**config.mk**
```make
export PLATFORM = sky130hd
export DESIGN_NAME = ibex_dummy_instr_reseed_ctrl
export DESIGN_NICKNAME = d
export VERILOG_FILES = /design/src/rtl/ibex_dummy_instr_reseed_ctrl_pkg.sv /design/src/rtl/ibex_dummy_instr_reseed_ctrl.sv
export SDC_FILE = /design/constraint.sdc
export NUM_CORES = 1
export LEC_CHECK = 0
export ABC_AREA = 1
export CELL_PAD_IN_SITES_DETAIL_PLACEMENT = 1
export CELL_PAD_IN_SITES_GLOBAL_PLACEMENT = 1
export CORE_MARGIN = 2
export CORE_UTILIZATION = 36
export DETAILED_ROUTE_END_ITERATION = 10
export PLACE_DENSITY = 0.77
export SETUP_SLACK_MARGIN = 0.2
export SKIP_LAST_GASP = 1
export SLEW_MARGIN = 20
export SYNTH_ARGS = -nofsm -noshare
export SYNTH_HDL_FRONTEND = slang
export SYNTH_SLANG_ARGS = --single-unit
```
**constraint.sdc**
```tcl
create_clock -name clk_i -period 1.78 [get_ports clk_i]
set_clock_uncertainty 0.2 [all_clocks]
set_input_delay 0.267 -clock clk_i [delete_from_list [all_inputs] [get_ports clk_i]]
set_output_delay 0.267 -clock clk_i [all_outputs]
set_load 0.01 [all_outputs]
```
**src/rtl/ibex_dummy_instr_reseed_ctrl_pkg.sv**
```systemverilog
// Shared types and default constants for the dummy-instruction reseed controller.
//   dummy_reseed_state_e : controller state encoding
//   *_DEFAULT            : default parameter values used by the top module
//   reseed_cnt_width()   : width helper for counters that must hold 0..max_val
package ibex_dummy_instr_reseed_ctrl_pkg;

  typedef enum logic [1:0] {
    IDLE  = 2'd0,
    COUNT = 2'd1,
    REQ   = 2'd2,
    LOAD  = 2'd3
  } dummy_reseed_state_e;

  localparam int unsigned RESEED_INTERVAL_DEFAULT    = 256;
  localparam int unsigned ENTROPY_TIMEOUT_DEFAULT    = 1024;
  localparam bit          GATE_DURING_RESEED_DEFAULT = 1'b1;

  // A zero max_val still yields a 1-bit counter so the RTL never declares a
  // zero-width vector when the feature is disabled.
  function automatic int unsigned reseed_cnt_width(input int unsigned max_val);
    return (max_val == 0) ? 1 : $clog2(max_val + 1);
  endfunction

endpackage

```
**src/rtl/ibex_dummy_instr_reseed_ctrl.sv**
```systemverilog
// Dummy-instruction reseed controller.
// Registers the CSR enable/mask for the dummy-instruction inserter, counts
// inserted dummy instructions and, every ReseedInterval insertions, fetches a
// fresh entropy word over a req/ack handshake and loads it into the inserter
// LFSR as a one-cycle seed strobe. CSR-written seeds override automatic loads.
//
// Ports:
//   clk_i, rst_ni                  clock, async active-low reset
//   csr_dummy_en_i/_mask_i         enable and frequency mask from CSR
//   csr_seed_we_i, csr_seed_i      CSR seed write strobe and value
//   insert_dummy_instr_i           inserter issued a dummy instruction
//   entropy_req_o/_ack_i/_data_i   entropy handshake
//   dummy_instr_en_o/_mask_o       registered config to the inserter
//   dummy_instr_seed_en_o/_seed_o  seed load strobe and value
//   reseed_busy_o                  reseed in progress (REQ or LOAD)
//   entropy_err_o                  sticky entropy timeout flag
//
// state | meaning
// IDLE  | disabled, insertion counter frozen
// COUNT | enabled, counting inserted dummy instructions
// REQ   | entropy request outstanding, waiting for ack or timeout
// LOAD  | entropy captured, seed strobe issued on the following cycle
module ibex_dummy_instr_reseed_ctrl
  import ibex_dummy_instr_reseed_ctrl_pkg::*;
#(
  parameter int unsigned ReseedInterval   = RESEED_INTERVAL_DEFAULT,
  parameter int unsigned EntropyTimeout   = ENTROPY_TIMEOUT_DEFAULT,
  parameter bit          GateDuringReseed = GATE_DURING_RESEED_DEFAULT
) (
  input  logic        clk_i,
  input  logic        rst_ni,
  input  logic        csr_dummy_en_i,
  input  logic [2:0]  csr_dummy_mask_i,
  input  logic        csr_seed_we_i,
  input  logic [31:0] csr_seed_i,
  input  logic        insert_dummy_instr_i,
  output logic        entropy_req_o,
  input  logic        entropy_ack_i,
  input  logic [31:0] entropy_data_i,
  output logic        dummy_instr_en_o,
  output logic [2:0]  dummy_instr_mask_o,
  output logic        dummy_instr_seed_en_o,
  output logic [31:0] dummy_instr_seed_o,
  output logic        reseed_busy_o,
  output logic        entropy_err_o
);

  localparam int unsigned CntW = reseed_cnt_width(ReseedInterval);
  localparam int unsigned TmoW = reseed_cnt_width(EntropyTimeout);
  localparam logic [CntW-1:0] CntLast = CntW'(ReseedInterval - 1);
  // Timeout runs as a down-counter preloaded while outside REQ, so REQ lasts
  // exactly EntropyTimeout cycles when no ack arrives.
  localparam logic [TmoW-1:0] TmoLoad = TmoW'(EntropyTimeout - 1);
  localparam bit ReseedOn  = (ReseedInterval != 0);
  localparam bit TimeoutOn = (EntropyTimeout != 0);

  dummy_reseed_state_e state_q, state_d;
  logic [CntW-1:0]     ins_cnt_q, ins_cnt_d;
  logic [TmoW-1:0]     tmo_cnt_q, tmo_cnt_d;
  logic [31:0]         entropy_q, entropy_d;
  logic                timeout;

  always_comb begin
    state_d   = state_q;
    ins_cnt_d = ins_cnt_q;
    tmo_cnt_d = TmoLoad;
    entropy_d = entropy_q;
    timeout   = 1'b0;

    unique case (state_q)
      IDLE: begin
        if (csr_dummy_en_i) state_d = COUNT;
      end
      COUNT: begin
        // Disable wins over a same-cycle insertion; the count is kept.
        if (!csr_dummy_en_i) begin
          state_d = IDLE;
        end else if (insert_dummy_instr_i) begin
          if (ReseedOn && (ins_cnt_q == CntLast)) begin
            ins_cnt_d = '0;
            state_d   = REQ;
          end else begin
            ins_cnt_d = ins_cnt_q + CntW'(1);
          end
        end
      end
      REQ: begin
        // Ack is checked first so it beats a same-cycle timeout.
        if (entropy_ack_i) begin
          entropy_d = entropy_data_i;
          state_d   = LOAD;
        end else if (TimeoutOn && (tmo_cnt_q == '0)) begin
          timeout = 1'b1;
          state_d = csr_dummy_en_i ? COUNT : IDLE;
        end else begin
          tmo_cnt_d = tmo_cnt_q - TmoW'(1);
        end
      end
      LOAD: begin
        state_d = csr_dummy_en_i ? COUNT : IDLE;
      end
      default: state_d = IDLE;
    endcase

    if (csr_seed_we_i) ins_cnt_d = '0;
  end

  always_ff @(posedge clk_i or negedge rst_ni) begin
    if (!rst_ni) begin
      state_q               <= IDLE;
      ins_cnt_q             <= '0;
      tmo_cnt_q             <= '0;
      entropy_q             <= '0;
      entropy_req_o         <= 1'b0;
      reseed_busy_o         <= 1'b0;
      dummy_instr_en_o      <= 1'b0;
      dummy_instr_mask_o    <= '0;
      dummy_instr_seed_en_o <= 1'b0;
      dummy_instr_seed_o    <= '0;
      entropy_err_o         <= 1'b0;
    end else begin
      state_q            <= state_d;
      ins_cnt_q          <= ins_cnt_d;
      tmo_cnt_q          <= tmo_cnt_d;
      entropy_q          <= entropy_d;
      entropy_req_o      <= (state_d == REQ);
      reseed_busy_o      <= (state_d == REQ) || (state_d == LOAD);
      dummy_instr_en_o   <= csr_dummy_en_i && !(GateDuringReseed && (state_d == REQ));
      dummy_instr_mask_o <= csr_dummy_mask_i;
      // A CSR write during LOAD merges into the same strobe and replaces the
      // entropy word, so the inserter only ever sees one load.
      dummy_instr_seed_en_o <= csr_seed_we_i || (state_q == LOAD);
      if (csr_seed_we_i) begin
        dummy_instr_seed_o <= csr_seed_i;
      end else if (state_q == LOAD) begin
        dummy_instr_seed_o <= entropy_q;
      end
      entropy_err_o <= entropy_err_o | timeout;
    end
  end

endmodule

```
Word-level counts from Yosys, hierarchy flattened
Cells that the tools add are included.
Word-level totals
  bits in registers: 94
  bits of input ports: 73
Operators by class
  add/sub/neg operators: 2
  equality and inequality tests: 6
  multiplexer cells: 21
  bitwise operators: 1
  reductions and logical operators: 12
Operator list (count)
  $mux 32: 2
  $mux 9: 5
  $mux 11: 3
  $mux 2: 6
  $logic_not 11->1: 1
  $sub 11x1->11 const B: 1
  $add 9x1->9 const B: 1
  $eq 9x8->1 const B: 1
  $eq 2x2->1 const B: 4
  $pmux 2 s4: 1
  $reduce_bool 2->1: 4
  $mux 1: 4
  $reduce_and 3->1: 1
  $eq 2x1->1 const B: 1
  $logic_not 2->1: 1
  $logic_or 1x1->1: 2
  $reduce_and 2->1: 1
  $logic_and 1x1->1: 1
  $logic_not 1->1: 1
  $or 1x1->1: 1

Logic depth before layout (Yosys ltp)
Gate-level depths: netlist (run 1).
  depth after elaboration: 8
  mapped depth: 10
  mapped depth without buffers: 10

Least setup slack after synthesis (run 1)
No wires, ideal clock.
  path kind: reg2reg
  start point: register ins_cnt_q[0]
  end point: register dummy_instr_en_o
  setup time: 0.115 ns
  arrival time: 1.267 ns
  setup slack: 0.198 ns
  cell stages (with the launch flop): 9
  path buffers: 0
  path through: dfrtp_1 > ha_1 > nand3_2 > nor2_4 > nand3_1 > o21ai_1 > nand2_2 > nor2_4 > nor2_2
Between the ends
  word-level cells in the longest chain between the ends: 8
RTL lines
  start, declared: line ibex_dummy_instr_reseed_ctrl.sv:58  | logic [CntW-1:0] ins_cnt_q, ins_cnt_d;
  start signal, assigned: line ibex_dummy_instr_reseed_ctrl.sv:123  | ins_cnt_q <= ins_cnt_d;
  $eq 9x8->1: line ibex_dummy_instr_reseed_ctrl.sv:79  | if (ReseedOn && (ins_cnt_q == CntLast)) begin
  $mux 2: line ibex_dummy_instr_reseed_ctrl.sv:79
  $mux 2: line ibex_dummy_instr_reseed_ctrl.sv:78  | end else if (insert_dummy_instr_i) begin
  $mux 2: line ibex_dummy_instr_reseed_ctrl.sv:76  | if (!csr_dummy_en_i) begin
  $pmux 2 s4: line ibex_dummy_instr_reseed_ctrl.sv:70  | unique case (state_q)
  $eq 2x2->1: line ibex_dummy_instr_reseed_ctrl.sv:128  | dummy_instr_en_o <= csr_dummy_en_i && !(GateDuringReseed && (state_d == REQ));
  $logic_not 1->1: line ibex_dummy_instr_reseed_ctrl.sv:128
  $logic_and 1x1->1: line ibex_dummy_instr_reseed_ctrl.sv:128
  end signal, assigned: line ibex_dummy_instr_reseed_ctrl.sv:128
  end, declared: line ibex_dummy_instr_reseed_ctrl.sv:40  | output logic dummy_instr_en_o,
Every way passes these cells.
A chain may end at the register's enable or synchronous reset.

Worst setup path in the final report (run 1)
Ends and elaborated chain as after synthesis.

==> flow_metrics.py, run 1 <==
metrics = {
    "logic_synthesis": {
        "synth.distinct_cells": 36,
        "avgSynthCellArea_um2": 10.24,
        "synth-simple-area-share": 0.2444,
        "synth_mux_area_frac": 0.08864,
        "syn_area_mm2": 0.004065,
        "yosys.area.top_type": "dfrtp_1",
        "synth.area.top_cells": "dfrtp_1 (58%), nand3_1 (9.6%), nand2_1 (8.9%)",
        "synth_edf_count": 0,
        "synth_ff_type": "dfrtp_1",
        "yosys.area.top_type_share": 0.5786,
        "syn_inst": 397,
        "syn_nets": 472,
        "synth_top_family_by_area": "simple AND/OR/NAND/NOR gates",
        "ys_seq_area_frac": 0.5786,
        "ys_seq_elements": 94,
        "synthXorXnorAreaFrac": 0.01293,
        "yosys_warnings": 0,
        "synth_compound_area_frac": 0.02555,
        "async_flop_share": 1.000,
        "synth-adder-area-share": 0.006156,
    },
    "cts": {
        "h-tree-depth": 3,
        "clk_pin_slew_ns": 0.07,
        "cts_tree": "yes",
        "cts_root_buf": "clkbuf_16",
        "insertion_delay_ns": 0.34,
        "numCtsBuffers": 9,
        "cts.sinks": 94,
        "clockBufferDepth": 2,
    },
    "drt": {
        "ant_nets": 0,
        "routed_wl_mm": 12.38,
        "dr.pass1.iters": 4,
        "first_iter_violations": 134,
        "drc": 0,
        "vias": 3402,
        "wl_per_cell_um": 17.87,
        "vias_per_cell": 4.909,
    },
    "power_and_ir_drop": {
        "power.leakage_nw": 2.820,
        "comb_power_share": 0.315,
        "power_frac_seq": 0.432,
        "vdd_ir_drop_max_uv": 513.4,
        "clkPwrFrac": 0.252,
        "finalPower_mw": 7.238,
        "p_int_mw": 4.934,
        "netSwitchingFraction": 0.3183,
        "power.switching_mw": 2.304,
        "power_density_mw_per_mm2": 1188,
    },
    "layout": {
        "drive_gt1_frac": 0.2676,
        "fin_nets": 623,
        "fillers": 1206,
        "antennaDiodeCount": 0,
        "layout_commonest_cell": "dfrtp_1",
        "final_cell_mix": "dfrtp_1 (93), nand2_1 (86), nand3_1 (72)",
        "final_area_mm2": 0.006095,
        "register_area_mm2": 0.002354,
        "syn_to_final_growth_pct": 49.92,
        "multi_input_area_mm2": 0.001713,
    },
    "timing": {
        "period_share": 0.9418,
        "fmax_mhz": 596.5,
        "tightest_slew_ns": 0.4212,
        "finalCriticalPeriod_ns": 1.676,
        "relSlewSlack": 0.7192,
        "hold_violations": 0,
        "finalMaxSlewViolations": 0,
        "finalSetupViolCount": 0,
        "rsz0062_at_grt": "yes",
    },
    "place": {
        "post_dp_cell_area_mm2": 0.005466,
        "routabilityCongestion": 0.8486,
        "dp_hpwl_mm": 8.129,
        "numPortBuffers": 112,
    },
    "setup_path": {
        "required_ns": 1.82,
        "crit_path_max_fanout": 3,
        "crit_slowest_cell": "dfrtp_1",
        "cp_slowest_stage_delay_ns": 0.41,
        "cpMostUsedCell": "nor2_4",
        "cp-end-kind": "register",
        "cp.arrival_ns": 1.71,
        "critical_path_class": "reg -> reg",
        "cp_cell_sequence": "ha_4 > nand3_4 > nor2_4 > nand3_2 > o21ai_2 > nand2_2 > nor2_4 > nor2_2",
        "start_kind": "register",
    },
    "grt": {
        "grt_max_degree": 33,
        "antenna_found_initial": 0,
        "grt_pass1_wl_mm": 18.42,
        "track_usage": 0.2023,
        "overflow": 0,
        "grt_pass1_vias": 3652,
    },
    "floorplanning": {
        "core_area_mm2": 0.01094,
        "die_area_mm2": 0.01216,
        "start_util": 0.3717,
        "ioPinCount": 113,
        "die_h_um": 110.3,
        "die_w_um": 110.3,
        "num_rows": 38,
    },
    "run": {
        "drv_cap": 0,
    },
    "min_path": {
        "min_path_type": "in -> reg",
    },
    "outcome": {
        "status": "complete, no violations",
    },
}
==> final timing paths <==
| check | start | endpoint | slack (ns) | cells after the start |
|---|---|---|---|---|
| worst max-delay path | ins_cnt_q[0] | dummy_instr_en_o | 0.10 | 8 |
| worst min-delay path | csr_dummy_mask_i[2] | dummy_instr_mask_o[2] | 0.16 | 1 |
| worst max register to register | ins_cnt_q[0] | dummy_instr_en_o | 0.10 | 8 |
| worst min register to register | tmo_cnt_q[0] | tmo_cnt_q[0] | 0.26 | 1 |
| max in group asynchronous | rst_ni | dummy_instr_seed_o[21] | 0.61 | 3 |
| min in group asynchronous | rst_ni | tmo_cnt_q[4] | 0.20 | 2 |
==> area by class of cell <==
cell class / count / area share
clock buffer: 11 / 0.03983
clock inverter: 5 / 0.005748
inverter: 23 / 0.01417
multi-input combinational: 264 / 0.2811
sequential: 94 / 0.3862
tap: 140 / 0.02874
timing repair buffer: 156 / 0.2443
==> logic make-up (layout without fill, tap and decap cells) <==
group                      after synthesis  after routing
and+or+nand+nor                        210            210
xor gates and xnor gates                 6              6
adders and majority gates                2              2
buffers and inverters                   39            195
muxes                                   32             32
DFF                                     94             94
AOI/OAI and AO/OA                       14             14
==> flip-flops by register name, summed over array words and instances (netlist names), 2 cells and up <==
| name | cells |
|---|---|
| dummy_instr_seed_o | 32 |
| state_q | 2 |
| entropy_q | 32 |
| tmo_cnt_q | 11 |
| dummy_instr_mask_o | 3 |
| ins_cnt_q | 9 |
==> what timing repair did <==
| item | in CTS | in global routing |
|---|---|---|
| hold buffers | 1 | 0 |
| pin swaps | 11 | 13 |
| endpoints found under the hold margin | 27 | 0 |
| setup buffers | 7 | 12 |
| gates resized for setup | 60 | 31 |
| gates cloned | 0 | 3 |
| setup endpoints to repair | 61 | 50 |
==> per-layer routing <==
metal | track usage | part of all wire | wire, µm | up-vias
li1 | - | - | - | 1608
met4 | 0.08214 | 0.012 | 148 | 0
met3 | 0.03645 | 0.050 | 624 | 11
met2 | 0.3457 | 0.51 | 6354 | 81
met1 | 0.2531 | 0.42 | 5256 | 1702
met5 | 0 | 0 | 0 | -
==> cell usage after synthesis, types with 2 or more instances <==
library cell and n:
nand2_1 96, dfrtp_1 94, nand3_1 78, mux2_2 30, inv_1 21, nor2_1 14, buf_2 7, clkbuf_1 6
xor2_1 5, nand2_2 4, nor2_2 4, nor2_4 4, a21oi_1 3, buf_6 3, o21ai_0 3, ha_1 2
inv_2 2, mux2_1 2, o21bai_1 2
==> power by group through the flow <==
| stage | clock [mW] | combinational [mW] | sequential, mW |
|---|---|---|---|
| 2_1_floorplan | 0 | 1.09 | 3.18 |
| 3_3_place_gp | 0 | 2.08 | 3.12 |
| 3_5_place_dp | 0 | 2.16 | 3.17 |
| 4_1_cts | 1.85 | 2.10 | 3.13 |
| 5_1_grt | 1.97 | 2.50 | 3.21 |
| 6_report | 1.83 | 2.28 | 3.13 |
==> stage by stage <==
step                      worst slack (ns)  utilization  std cells  hold WS [ns]  setup TNS, ns
final                               0.1036       0.5573        693        0.1590              0
after global routing               0.05429       0.5573        693        0.1467              0
after CTS                           0.1097       0.5339        678        0.1570              0
after floorplan                     0.2078            -        397       -0.2286              0
after detailed placement          -0.03583       0.4999        654       0.03903        -0.1167
after global placement            0.004416       0.4999        654       0.02955              0
==> worst max-delay path: cells and delay by family, from the launching register on <==
kind | cells | cell delay (ns)
flip-flops | 1 | 0.41
AO/OA/AOI/OAI | 1 | 0.19
adder cells (fa/ha/maj) | 1 | 0.17
AND/OR/NAND/NOR | 6 | 0.60
No activity file was read; power rests on OpenSTA's default activity.
==> run 2: changes to the inputs <==
--- a/config.mk
+++ b/config.mk
@@ -6,12 +6,11 @@
 export NUM_CORES = 1
 export LEC_CHECK = 0
 export ABC_AREA = 1
-export CELL_PAD_IN_SITES_DETAIL_PLACEMENT = 1
-export CELL_PAD_IN_SITES_GLOBAL_PLACEMENT = 1
 export CORE_MARGIN = 2
-export CORE_UTILIZATION = 36
+export CORE_UTILIZATION = 48
+export CTS_BUF_LIST = sky130_fd_sc_hd__clkbuf_8 sky130_fd_sc_hd__clkbuf_16
 export DETAILED_ROUTE_END_ITERATION = 10
-export PLACE_DENSITY = 0.77
+export PLACE_DENSITY = 0.78
 export SETUP_SLACK_MARGIN = 0.2
 export SKIP_LAST_GASP = 1
 export SLEW_MARGIN = 20
==> flow_metrics.py, run 2 (synthesis gave the netlist of run 1 again) <==
metrics = {
    "outcome": {
        "status": "complete, no violations",
    },
    "drt": {
        "dr.pass1.iters": 4,
        "wl_per_cell_um": 16.23,
        "vias": 3433,
        "drc": 0,
        "vias_per_cell": 5.209,
        "first_iter_violations": 194,
        "routed_wl_mm": 10.69,
        "ant_nets": 0,
    },
    "setup_path": {
        "start_kind": "register",
        "cpMostUsedCell": "nor2_4",
        "crit_buf_inv": 0,
        "r2r_setup_slack_ns": 0.12,
        "regToRegStartpoint": "ins_cnt_q[0]",
        "required_ns": 1.85,
        "r2r-end": "dummy_instr_en_o",
        "cp_top_family": "simple AND/OR/NAND/NOR gates",
        "crit_slowest_cell": "dfrtp_1",
        "crit_path_max_fanout": 3,
        "critical_path_class": "reg -> reg",
        "cp-end-kind": "register",
        "cp.arrival_ns": 1.73,
        "cp_cell_sequence": "ha_4 > nand3_4 > nor2_4 > nand3_2 > o21ai_2 > nand2_2 > nor2_4 > nor2_2",
        "ff2ff_path_depth": 8,
        "cp_slowest_stage_delay_ns": 0.41,
    },
    "layout": {
        "instances_no_fill": 659,
        "drive_gt1_frac": 0.2509,
        "fin_nets": 624,
        "final_area_mm2": 0.006027,
        "largestRegisters": "dummy_instr_seed_o: 32 flops, entropy_q: 32 flops, tmo_cnt_q: 11 flops",
        "antennaDiodeCount": 0,
        "final_core_util": 0.7335,
        "layout_commonest_cell": "dfrtp_1",
        "syn_to_final_growth_pct": 48.26,
        "final_cell_mix": "dfrtp_1 (93), nand2_1 (89), nand3_1 (74)",
    },
    "timing": {
        "period_share": 0.9303,
        "tns_ns": 0,
        "tightest_slew_ns": 0.3410,
        "hold_violations": 0,
        "fmax_mhz": 603.9,
        "finalCriticalPeriod_ns": 1.656,
        "relSlewSlack": 0.7705,
        "rsz0062_at_grt": "yes",
        "worst_slack_ns": 0.1241,
        "finalSetupViolCount": 0,
        "finalMaxSlewViolations": 0,
    },
    "power_and_ir_drop": {
        "power_density_mw_per_mm2": 1179,
        "power.leakage_nw": 2.842,
        "vdd_ir_drop_max_uv": 635.4,
    },
    "cts": {
        "cts_root_buf": "clkbuf_8",
        "h-tree-depth": 3,
        "cts_tree": "yes",
        "insertion_delay_ns": 0.36,
        "clk_pin_slew_ns": 0.10,
        "clockBufferDepth": 2,
        "cts.sinks": 94,
        "numCtsBuffers": 9,
    },
    "run": {
        "drv_cap": 0,
    },
    "place": {
        "placedCellCount": 624,
        "numPortBuffers": 112,
        "dp_slack_ns": 0.01048,
        "dp_hpwl_mm": 6.911,
        "routabilityCongestion": 0.8790,
        "post_dp_cell_area_mm2": 0.005473,
    },
    "grt": {
        "track_usage": 0.2270,
        "grt_pass1_wl_mm": 15.92,
        "grt_pass1_vias": 3314,
        "antenna_found_initial": 0,
        "grt_max_degree": 58,
        "overflow": 0,
    },
    "floorplanning": {
        "ioPinCount": 113,
        "die_h_um": 96.03,
        "die_area_mm2": 0.009221,
        "num_rows": 33,
        "die_w_um": 96.03,
        "start_util": 0.4947,
        "core_area_mm2": 0.008217,
    },
    "min_path": {
        "min_path_type": "in -> async",
    },
}
## run 2: repair_timing
item | 4_1_cts | 5_1_grt
endpoints found under the hold margin | 94 | 0
setup endpoints to repair | 78 | 44
buffers inserted | 7 | 8
gates resized for setup | 54 | 31
gates cloned | 0 | 3
hold buffers | 1 | 0
pin swaps | 4 | 11
## run 2: power breakdown
part | internal, mW | switching [mW]
combinational | 1.26 | 1.10
sequential | 2.76 | 0.350
clock | 0.871 | 0.753
## run 2: final cells by class
cell class,instances,area (µm²)
Clock buffer,11,151.4
Clock inverter,5,81.33
Fill cell,603,2190
Inverter,23,86.33
Multi-Input combinational cell,264,1702
Sequential cell,94,2354
Tap cell,105,131.4
Timing Repair Buffer,157,1521
## run 2: worst max path at each step
| stage | start | cells after the start | slack (ns) | endpoint |
|---|---|---|---|---|
| 3_3_place_gp | csr_dummy_en_i | 8 | 0.03 | dummy_instr_en_o |
| 6_report | ins_cnt_q[0] | 8 | 0.12 | dummy_instr_en_o |
| 5_1_grt | ins_cnt_q[0] | 8 | 0.07 | dummy_instr_en_o |
| 4_1_cts | ins_cnt_q[1] | 9 | 0.20 | dummy_instr_en_o |
| 3_5_place_dp | csr_dummy_en_i | 8 | 0.01 | dummy_instr_en_o |
| 2_1_floorplan | tmo_cnt_q[0] | 10 | 0.21 | dummy_instr_en_o |
## run 2: layer usage
layer  up-vias  share of wire  track usage
met5         -              0            0
met4         0          0.016      0.07738
li1       1618              -            -
met2       104           0.52       0.3831
met1      1693           0.40       0.2904
met3        18          0.059      0.04855
## run 2: metrics by stage
step	hold slack [ns]	total power, mW
final	0.08713	7.103
after global routing	0.1136	7.490
after CTS	0.08954	6.894
after detailed placement	-0.07894	5.346
after global placement	-0.07882	5.263
after floorplan	-0.2286	4.271
==> run 3: changes to the inputs <==
--- a/config.mk
+++ b/config.mk
@@ -10,7 +10,7 @@
 export CORE_UTILIZATION = 48
 export CTS_BUF_LIST = sky130_fd_sc_hd__clkbuf_8 sky130_fd_sc_hd__clkbuf_16
 export DETAILED_ROUTE_END_ITERATION = 10
-export PLACE_DENSITY = 0.78
+export PLACE_DENSITY = 0.8
 export SETUP_SLACK_MARGIN = 0.2
 export SKIP_LAST_GASP = 1
 export SLEW_MARGIN = 20
==> flow_metrics.py, run 3 (synthesis gave the netlist of run 1 again) <==
metrics = {
    "outcome": {
        "status": "complete, no violations",
    },
    "setup_path": {
        "ff2ff_path_depth": 10,
        "cpMostUsedCell": "nand2_2",
        "startpoint": "ins_cnt_q[0]",
        "required_ns": 1.83,
        "cp_cell_sequence": "ha_4 > nand3_4 > nor2_4 > nand3_2 > nand2_1 > inv_2 > nand2_2 > nand2_2 > o21ai_1 > inv_1",
        "critical_path_class": "reg -> reg",
        "cp-end-kind": "register",
        "regToRegStartpoint": "ins_cnt_q[0]",
        "crit_slowest_cell": "dfrtp_1",
        "crit_path_max_fanout": 3,
        "start_kind": "register",
        "cp.arrival_ns": 1.68,
        "cp_slowest_stage_delay_ns": 0.42,
    },
    "timing": {
        "finalSetupViolCount": 0,
        "hold_violations": 0,
        "tightest_slew_ns": 0.4883,
        "tns_ns": 0,
        "relSlewSlack": 0.6745,
        "rsz0062_at_grt": "yes",
        "finalMaxSlewViolations": 0,
        "period_share": 0.9181,
        "finalCriticalPeriod_ns": 1.634,
        "fmax_mhz": 611.9,
        "worst_slack_ns": 0.1458,
        "holdWs_ns": 0.1537,
    },
    "place": {
        "dp_slack_ns": -0.02072,
        "routabilityCongestion": 0.8572,
        "dp_hpwl_mm": 6.625,
        "numPortBuffers": 112,
    },
    "power_and_ir_drop": {
        "power_density_mw_per_mm2": 1132,
        "power.leakage_nw": 2.692,
        "finalPower_mw": 6.537,
        "vdd_ir_drop_max_uv": 633.4,
    },
    "layout": {
        "syn_to_final_growth_pct": 42.01,
        "drive_gt1_frac": 0.2152,
        "final_cell_mix": "dfrtp_1 (93), nand2_1 (91), nand3_1 (74)",
        "antennaDiodeCount": 0,
        "fin_nets": 609,
        "largestRegisters": "dummy_instr_seed_o: 32 flops, entropy_q: 32 flops, tmo_cnt_q: 11 flops",
        "layout_commonest_cell": "dfrtp_1",
    },
    "cts": {
        "clockBufferDepth": 2,
        "cts_tree": "yes",
        "insertion_delay_ns": 0.35,
        "cts.sinks": 94,
        "numCtsBuffers": 9,
        "h-tree-depth": 3,
        "clk_pin_slew_ns": 0.09,
        "cts_root_buf": "clkbuf_8",
    },
    "drt": {
        "routed_wl_mm": 9.945,
        "first_iter_violations": 171,
        "wl_per_cell_um": 15.44,
        "vias_per_cell": 5.148,
        "dr.pass1.iters": 4,
        "drc": 0,
        "ant_nets": 0,
        "vias": 3315,
    },
    "min_path": {
        "worst_hold_path.num_cells": 1,
        "min_from": "csr_dummy_mask_i[2]",
        "min_path_type": "in -> reg",
    },
    "floorplanning": {
        "core_area_mm2": 0.008217,
        "num_rows": 33,
        "die_w_um": 96.03,
        "start_util": 0.4947,
        "die_h_um": 96.03,
        "die_area_mm2": 0.009221,
        "ioPinCount": 113,
    },
    "run": {
        "drv_cap": 0,
    },
    "grt": {
        "grt_pass1_wl_mm": 15.65,
        "overflow": 0,
        "track_usage": 0.2199,
        "grt_pass1_vias": 3359,
        "grt_max_degree": 95,
        "antenna_found_initial": 0,
    },
}
[run 3: final timing paths]
check	endpoint	slack, ns
setup / recovery	ins_cnt_q[5]	0.15
hold / removal	dummy_instr_mask_o[2]	0.15
setup reg to reg	ins_cnt_q[5]	0.15
hold reg to reg	tmo_cnt_q[0]	0.26
max in group asynchronous	ins_cnt_q[3]	0.72
min in group asynchronous	dummy_instr_en_o	0.29
[run 3: worst max-delay path: cells and delay by family, from the launching register on]
kind,cells,cell delay (ns)
AOI/OAI and AO/OA,1,0.09
adders and majority gates,1,0.18
buffers and inverters,2,0.10
DFF,1,0.42
and+or+nand+nor,6,0.55
[run 3: timing repair]
item | in CTS | in global routing
hold buffers | 1 | 0
resized for setup | 55 | 14
buffers inserted | 6 | 4
hold endpoints to repair | 94 | 0
cloned | 0 | 1
setup endpoints to repair | 51 | 38
pin swaps | 8 | 8
[run 3: per-layer routing]
metal / part of all wire / track usage / up-vias
met5: 0 / 0 / -
met4: 0.015 / 0.08214 / 0
met3: 0.069 / 0.04855 / 15
met2: 0.51 / 0.3692 / 113
met1: 0.40 / 0.2788 / 1598
li1: - / - / 1589
[run 3: power by group]
part | switching, mW | internal, mW | total, mW
Sequential | 0.352 | 2.76 | 3.12
Clock | 0.749 | 0.556 | 1.30
Combinational | 1.02 | 1.09 | 2.12
Total | 2.12 | 4.41 | 6.54
[run 3: metrics by stage]
| step | cells | cell area (µm²) | util |
|---|---|---|---|
| CTS | 639 | 5653 | 0.6880 |
| detailed placement | 616 | 5413 | 0.6587 |
| finish | 644 | 5773 | 0.7026 |
| global placement | 616 | 5413 | 0.6587 |
| global route | 644 | 5773 | 0.7026 |
| floorplan | 397 | 4069 | - |
[run 3: cell type report]
type,instances,area (µm²)
clock inverter,6,47.55
timing repair buffer,142,1371
tap,105,131.4
fill,600,2444
sequential,94,2354
inverter,23,86.33
multi-input combinational,264,1645
clock buffer,10,137.6
